[src/rtl/dispatch_wide.sv]
// dispatch_wide: in-order multi-lane dispatch stage for the eZ90 core.
// A circular FIFO buffers renamed uops. Each cycle up to WIDTH uops leave from
// the head in program order. They get contiguous ROB indices and are routed to
// the RS or the LSQ under per-target credit limits. Outputs are
// fire-and-forget: downstream must honour the credits it advertised.
// Optional feature: define EZ90_DISPATCH_BYPASS_EN to present an incoming uop
// as slot 0 in the same cycle when the FIFO is empty.
module dispatch_wide #(
  parameter int unsigned WIDTH     = 2,
  parameter int unsigned QDEPTH    = 8,
  parameter int unsigned UOP_W     = 64,
  parameter int unsigned ROB_IDX_W = 6,
  parameter int unsigned CW        = $clog2(WIDTH + 1)
) (
  input  logic                                  clk,
  input  logic                                  rst,
  input  logic                                  flush,
  input  logic                                  in_valid,
  input  logic [UOP_W-1:0]                      in_uop,
  input  logic                                  in_to_lsq,
  output logic                                  in_ready,
  input  logic [ROB_IDX_W:0]                    rob_free,
  input  logic [ROB_IDX_W-1:0]                  rob_tail_idx,
  output logic [CW-1:0]                         rob_alloc_count,
  output logic [WIDTH*UOP_W-1:0]                rob_alloc_uop,
  input  logic [CW-1:0]                         rs_avail,
  output logic [WIDTH-1:0]                      rs_valid,
  output logic [WIDTH*(ROB_IDX_W+UOP_W)-1:0]    rs_uop,
  input  logic [CW-1:0]                         lsq_avail,
  output logic [WIDTH-1:0]                      lsq_valid,
  output logic [WIDTH*(ROB_IDX_W+UOP_W)-1:0]    lsq_uop,
  output logic [$clog2(QDEPTH+1)-1:0]           occupancy
);

  localparam int unsigned PW = $clog2(QDEPTH);
  localparam int unsigned OW = $clog2(QDEPTH + 1);
  localparam int unsigned EW = ROB_IDX_W + UOP_W;

  // FIFO storage and pointers
  logic [UOP_W-1:0] mem_uop [QDEPTH];
  logic [QDEPTH-1:0] mem_lsq;
  logic [PW-1:0]     head_q;
  logic [PW-1:0]     tail_q;
  logic [OW-1:0]     count_q;

  // Head window as seen by the dispatch logic
  logic [UOP_W-1:0] slot_uop [WIDTH];
  logic [WIDTH-1:0] slot_lsq;
  logic [WIDTH-1:0] slot_avail;
  logic [WIDTH-1:0] disp;

  logic [CW-1:0] n;
  logic [CW-1:0] n_fifo;
  logic          byp_act;
  logic          byp_taken;
  logic          enq;

  assign in_ready  = (count_q != OW'(QDEPTH)) && !rst;
  assign occupancy = count_q;

`ifdef EZ90_DISPATCH_BYPASS_EN
  // An empty FIFO lets the offered uop compete as slot 0 this cycle.
  assign byp_act   = (count_q == '0) && in_valid && !flush && !rst;
  assign byp_taken = byp_act && disp[0];
`else
  assign byp_act   = 1'b0;
  assign byp_taken = 1'b0;
`endif

  // A bypassed uop never occupied a FIFO entry, so it must not move the head.
  assign n_fifo = n - CW'(byp_taken);
  assign enq    = in_valid && in_ready && !flush && !byp_taken;

  // Gather the WIDTH oldest entries (or the bypassed uop) into slots.
  always_comb begin
    logic [PW-1:0] idx;
    idx = '0;
    for (int k = 0; k < WIDTH; k++) begin
      idx           = head_q + PW'(k);
      slot_uop[k]   = mem_uop[idx];
      slot_lsq[k]   = mem_lsq[idx];
      slot_avail[k] = (k < int'(count_q));
    end
    if (byp_act) begin
      slot_uop[0]   = in_uop;
      slot_lsq[0]   = in_to_lsq;
      slot_avail[0] = 1'b1;
    end
  end

  // Select dispatching slots in order, then pack them per target.
  always_comb begin
    logic                 go;
    logic [CW-1:0]        rs_n;
    logic [CW-1:0]        lsq_n;
    logic [ROB_IDX_W-1:0] rob_idx;
    go            = !rst && !flush;
    rs_n          = '0;
    lsq_n         = '0;
    rob_idx       = '0;
    n             = '0;
    disp          = '0;
    rob_alloc_uop = '0;
    rs_valid      = '0;
    rs_uop        = '0;
    lsq_valid     = '0;
    lsq_uop       = '0;
    for (int k = 0; k < WIDTH; k++) begin
      // Once a slot fails, go stays low and blocks every younger slot.
      go = go && slot_avail[k] && (k < int'(rob_free));
      if (slot_lsq[k]) begin
        go = go && (int'(lsq_n) + 1 <= int'(lsq_avail));
      end else begin
        go = go && (int'(rs_n) + 1 <= int'(rs_avail));
      end
      if (go) begin
        disp[k] = 1'b1;
        rob_idx = rob_tail_idx + ROB_IDX_W'(k);
        rob_alloc_uop[k*UOP_W +: UOP_W] = slot_uop[k];
        if (slot_lsq[k]) begin
          lsq_valid = lsq_valid | (WIDTH'(1) << lsq_n);
          lsq_uop[int'(lsq_n)*EW +: EW] = {rob_idx, slot_uop[k]};
          lsq_n = lsq_n + CW'(1);
        end else begin
          rs_valid = rs_valid | (WIDTH'(1) << rs_n);
          rs_uop[int'(rs_n)*EW +: EW] = {rob_idx, slot_uop[k]};
          rs_n = rs_n + CW'(1);
        end
        n = n + CW'(1);
      end
    end
  end

  assign rob_alloc_count = n;

  // Pointer and count update; reset beats flush, flush beats enqueue/dispatch.
  always_ff @(posedge clk) begin
    if (rst) begin
      head_q  <= '0;
      tail_q  <= '0;
      count_q <= '0;
    end else if (flush) begin
      head_q  <= '0;
      tail_q  <= '0;
      count_q <= '0;
    end else begin
      head_q  <= head_q + PW'(n_fifo);
      tail_q  <= tail_q + PW'(enq);
      count_q <= count_q + OW'(enq) - OW'(n_fifo);
    end
  end

  // Payload write at the tail; storage needs no reset since count gates reads.
  always_ff @(posedge clk) begin
    if (enq) begin
      mem_uop[tail_q] <= in_uop;
      mem_lsq[tail_q] <= in_to_lsq;
    end
  end

endmodule

[config.mk]
export PLATFORM = sky130hd
export DESIGN_NAME = dispatch_wide
export DESIGN_NICKNAME = d
export VERILOG_FILES = /design/src/rtl/dispatch_wide.sv
export SDC_FILE = /design/constraint.sdc
export NUM_CORES = 1
export LEC_CHECK = 0
export BUFFER_PORTS_ARGS = -buffer_cell sky130_fd_sc_hd__buf_2
export CAP_MARGIN = 20
export CORE_MARGIN = 5
export CORE_UTILIZATION = 55
export DETAILED_ROUTE_END_ITERATION = 10
export PLACE_DENSITY = 0.79
export SLEW_MARGIN = 5
export SYNTH_ARGS = -nofsm -noshare
export SYNTH_HDL_FRONTEND = slang
export SYNTH_SLANG_ARGS = --single-unit
[constraint.sdc]
create_clock -name clk -period 8.25 [get_ports clk]
set_clock_uncertainty 0.1 [all_clocks]
set_input_delay 2.0625 -clock clk [delete_from_list [all_inputs] [get_ports clk]]
set_output_delay 2.0625 -clock clk [all_outputs]
set_load 0.05 [all_outputs]
-- Word-level counts from Yosys, hierarchy flattened
Memory sizes are Yosys's and may differ from the RTL's. A register that Yosys moved wholly into a read port is not among the register bits.
Cells that the tools add are included.
- register bits: 18
- bits in writable memories: 512
- bits of input ports: 86
- memories: 1
- add/sub/neg operators: 11
- $mul: 2
- magnitude comparators: 12
- equality and inequality tests: 1
- shifts and indexed selects: 6
- multiplexer cells: 34
- bitwise operators: 2
- reductions and logical operators: 16
- memory list (name ; depth ; width ; read ports ; clocked after memory_dff ; wr ports ; RTL line ; text):
    mem_uop ; 8 ; 64 ; 2 ; 1 ; 1 ; 40 ; logic [UOP_W-1:0] mem_uop [QDEPTH];
- operators by type and width (operator ; number):
    140-bit 2-to-1 mux ; 4
    140-bit bitwise mux ; 2
    70-bit 2-to-1 mux ; 4
    70-bit by 34-bit variable shift with 140-bit output (first input constant) ; 2
    70-bit by 34-bit variable part select with 140-bit output ; 2
    64-bit 2-to-1 mux ; 2
    9-bit negator with 34-bit output ; 2
    2-bit by 6-bit multiplier with 8-bit output (second input constant) ; 2
    1-bit by 7-bit less-than comparator with 1-bit output (first input constant) ; 2
    1-bit logical AND ; 13
    3-bit by 4-bit less-than comparator with 1-bit output (second input constant) ; 3
    1-bit 2-to-1 mux ; 12
    2-bit 2-to-1 mux ; 5
    8-bit bitwise mux ; 1
    1-bit by 4-bit less-than comparator with 1-bit output (first input constant) ; 2
    2-bit by 1-bit adder with 3-bit output (second input constant) ; 2
    6-bit by 1-bit adder with 6-bit output (second input constant) ; 1
    1-bit binary-select mux with 3-bit select ; 2
    3-bit by 2-bit less-or-equal comparator with 1-bit output ; 2
    4-bit by 1-bit adder with 4-bit output ; 1
    1-bit by 2-bit less-or-equal comparator with 1-bit output (first input constant) ; 2
    4-bit != test (second input constant) ; 1
    2-bit bitwise OR ; 2
    1-bit by 2-bit left shift with 2-bit output (first input constant) ; 2
    other kinds (10) ; 11

-- Depth between registers and ports, before layout
- depth in word-level cells: 14
- depth in mapped cells: 27

-- Worst setup path before layout
Ideal clock, no wire load.
- path type: input to output
- start: input port rst
- end: output port rs_uop[17]
- arrival: 6005 ps
- required time: 6088 ps
- slack: 83 ps
- cell stages on the path: 15
- path buffers: 5
- cell sequence: or2_0 > clkbuf_1 > a211oi_2 > nand2_1 > or2_1 > buf_2 > inv_1 > buf_2 > buf_1 > ha_1 > o21ai_0 > and3b_1 > nand4b_2 > clkbuf_1 > o31ai_1
- word-level cells in the longest chain between the ends: 13
- RTL lines (element ; RTL line ; text):
    start: declaration ; 16 ; input logic rst,
    1-bit logical NOT * ; 97 ; go = !rst && !flush;
    1-bit logical AND * ; 97 ;
    1-bit logical AND * (2 in series) ; 110 ; go = go && slot_avail[k] && (k < int'(rob_free));
    1-bit logical AND (on tied branches) ; 114, 112 ;
    1-bit 2-to-1 mux * ; 111 ; if (slot_lsq[k]) begin
    1-bit 2-to-1 mux ; 116 ; if (go) begin
    2-bit by 6-bit multiplier with 8-bit output ; 126 ; rs_uop[int'(rs_n)*EW +: EW] = {rob_idx, slot_uop[k]};
    9-bit negator with 34-bit output ; 126 ;
    70-bit by 34-bit variable part select with 140-bit output / 70-bit by 34-bit variable shift with 140-bit output (equally long branches) ; 126 ;
    140-bit bitwise mux ; 126 ;
    140-bit 2-to-1 mux ; 120 ; if (slot_lsq[k]) begin
    140-bit 2-to-1 mux * ; 116 ;
    end: declaration ; 28 ; output logic [WIDTH*(ROB_IDX_W+UOP_W)-1:0] rs_uop,
Mark *: on every way between the ends. The rest lies on a longest branch, timed or not.

-- Worst setup path in the final report
- start: input port rst
- end: output port rs_uop[32]
Same word-level chain as after synthesis.

==> metrics.txt <==
status=completed; setup TNS=0 ns; final hold vios=0; Top FF cell, synth=edfxtp_1; Fillers=3,413; Logic pwr share=4.4%; dpl hpwl=46,500 um; Pwr Density=175.7 nW/um^2; Core Footprint=48,850 sq um; fin util=65.46%; setup ws final=0.3420 ns; Power Internal=4.477 mW; post-synthesis cell type count=41; vias per cell=6.386; Clk pin slew, worst setup/hold paths=0.06 ns; Clock Latency Late Sink=0.58 ns; # clock sinks=530; Resize count post-CTS=0; first-pass GRT wire length=111,400 um; number of cell rows=81; antenna violations before repair=21; CTS Buffer Depth=3; RSZ-0062 raised after global routing=false; Yosys warning total=0; Num CTS Buffers=53; Leak=11.37 nW; startpoint types=input port; Post-CTS Setup Inserts=0; Crit Path Max Fanout=35; Vias=18.56k; number of synthesized flops with an enable pin=520; Mean Syn Cell Area=15.60 sq um; Worst Path Arrival=5.75 ns; Fmax=126.5 MHz; Hold-fix buffers, CTS=0; drt first-iter violations=2,122; Sw Share=20.29%; grt total ovfl=0; Placed Area=30,180 sq um; post-synthesis register bit count=530; IO Pins=505; All-Layer GR Usage=27.13%; Pwr Total=5.617 mW; setup violators final=0; Root Buffer=clkbuf_16; commonest non-fill, non-tap cell in the layout=edfxtp_1; Slew headroom=27.24%; port bufs=504; Post-Syn Area=27,080 sq um; fraction of registers with async set/reset=0%; sw power=1.140 mW; Total Routed Length=74,880 um; Setup CP Type=input port to primary output; Max VDD drop=144.4 uV; Flop pwr share=53.0%; Net Count, Synth=1,839; Seq/Total Area, Yosys=58.41%; Critical Path RT=6.09 ns; pin count of the biggest net entering global routing=129; vias in the first global route=18.54k; Min-Delay Path Class=flop to flop; Area Overhead vs Synth=18.09%; Initial Utilization=55.43%; full die area=53,770 sq um; cell count after synthesis=1,736; H-tree Lvls=2; Crit. End Element=primary output; DIE WIDTH=231.9 um; most frequent cells in the layout=edfxtp_1, buf_2, nor2_1; Max-cap violations=0; Final ANT Viol Nets=0; drt wl/cell=25.76 um; dpl ws=0.4335 ns; CTS tree=done; layout cells sized above 1=40.48%; fin nets=2,293; fin area=31,970 sq um; # DRC=0; iteration count of the initial detailed-routing pass=5; die height=231.9 um; Tightest Pin Transition=1.061 ns; min Tclk post-route=7.908 ns; Clock Power Share=42.6%; Slew Viols, Final=0; Tcrit/Tclk final=95.85%; RePlAce Congestion=0.8285
==> synth_stat cells (2+ instances only) <==
| master | number | area [sq um] |
|---|---|---|
| mux4_2 | 259 | 5833 |
| nand3_1 | 5 | 25.02 |
| mux2_2 | 2 | 22.52 |
| a21o_1 | 5 | 37.54 |
| and2_1 | 5 | 31.28 |
| and3_1 | 3 | 18.77 |
| inv_1 | 22 | 82.58 |
| o21ai_0 | 124 | 620.6 |
| xnor2_1 | 2 | 17.52 |
| mux2i_1 | 131 | 1311 |
| clkbuf_1 | 70 | 262.8 |
| dfxtp_1 | 10 | 200.2 |
| nor3_1 | 7 | 35.03 |
| buf_6 | 12 | 135.1 |
| xor2_1 | 6 | 52.55 |
| buf_1 | 18 | 67.56 |
| nand4_1 | 2 | 12.51 |
| o21ai_1 | 4 | 20.02 |
| ha_1 | 15 | 187.7 |
| o31ai_1 | 12 | 90.09 |
| nand2b_1 | 7 | 43.79 |
| buf_2 | 46 | 230.2 |
| nand2_1 | 20 | 75.07 |
| a21oi_1 | 6 | 30.03 |
| edfxtp_1 | 520 | 15610 |
| or3_1 | 125 | 782.0 |
| fa_1 | 2 | 40.04 |
| buf_4 | 2 | 15.01 |
| nor2_1 | 282 | 1059 |
==> layout make-up <==
type / instances / area (sq um) / area share [%]
Clock buffer: 68 / 1425 / 4.457
Inverter: 22 / 82.58 / 0.2583
Multi-Input combinational cell: 1036 / 10590 / 33.12
Antenna cell: 10 / 25.02 / 0.07826
Sequential cell: 530 / 15830 / 49.50
Tap cell: 664 / 830.8 / 2.598
Timing Repair Buffer: 547 / 2883 / 9.016
Clock inverter: 30 / 312.8 / 0.9783
==> critical path: stages <==
cell and delay, ns:
buf_2 0.11, or2_0 0.30, a211oi_2 0.40, nand2_1 0.08
or2_2 0.31, inv_2 0.07, ha_1 0.25, o21ai_0 0.17
and3b_1 0.23, nand4b_4 0.44, buf_4 0.44, or3_1 0.42
o21ai_0 0.11, buf_2 0.31
==> power by group through the flow <==
| stage | logic [mW] | registers [mW] | clock network [mW] |
|---|---|---|---|
| after global placement | 0.239 | 3.03 | 0 |
| after floorplan | 0.147 | 3.04 | 0 |
| final | 0.250 | 2.97 | 2.39 |
| after detailed placement | 0.247 | 3.03 | 0 |
| after CTS | 0.249 | 2.97 | 2.43 |
| after global routing | 0.267 | 2.97 | 2.55 |
==> final timing paths <==
check / end / slack (ns) / from / cells after the start
worst max-delay path: rs_uop[32] / 0.34 / rst / 14
worst min register to register: tail_q[0]$_SDFF_PP0_ / 0.54 / tail_q[0]$_SDFF_PP0_ / 2
worst max register to register: occupancy[2]$_SDFF_PP0_ / 3.18 / head_q[1]$_SDFF_PP0_ / 15
worst min-delay path: tail_q[0]$_SDFF_PP0_ / 0.54 / tail_q[0]$_SDFF_PP0_ / 2
==> stage by stage <==
stage	cells	hold slack [ns]
global route	2906	0.5706
finish	2907	0.5353
global placement	2797	0.4788
floorplan	1736	0.4536
CTS	2895	0.5351
detailed placement	2797	0.5058
==> per-layer routing <==
metal / vias up / wire (um) / global-route usage, % / share of wire (%)
li1: 7815 / - / - / -
met1: 9443 / 27720 / 35.42 / 37
met2: 1124 / 37880 / 45.54 / 51
met3: 161 / 7191 / 6.224 / 9.6
met4: 20 / 1977 / 9.232 / 2.6
met5: - / 118 / 0 / 0.16
==> registers in the layout (all words and copies together), names as in the netlist <==
| signal | flops |
|---|---|
| head_q | 3 |
| mem_uop | 512 |
| occupancy | 4 |
| mem_lsq | 8 |
| tail_q | 3 |
==> cell families after synthesis <==
logic type | synth area share (%)
multiplexers | 26.55
AO/OA/AOI/OAI | 3.133
flip-flops | 58.41
adder cells (fa/ha/maj) | 0.8410
XOR/XNOR | 0.2588
AND/OR/NAND/NOR | 7.874
buffers and inverters | 2.930
Note: power is estimated with default switching activity, not from simulation.
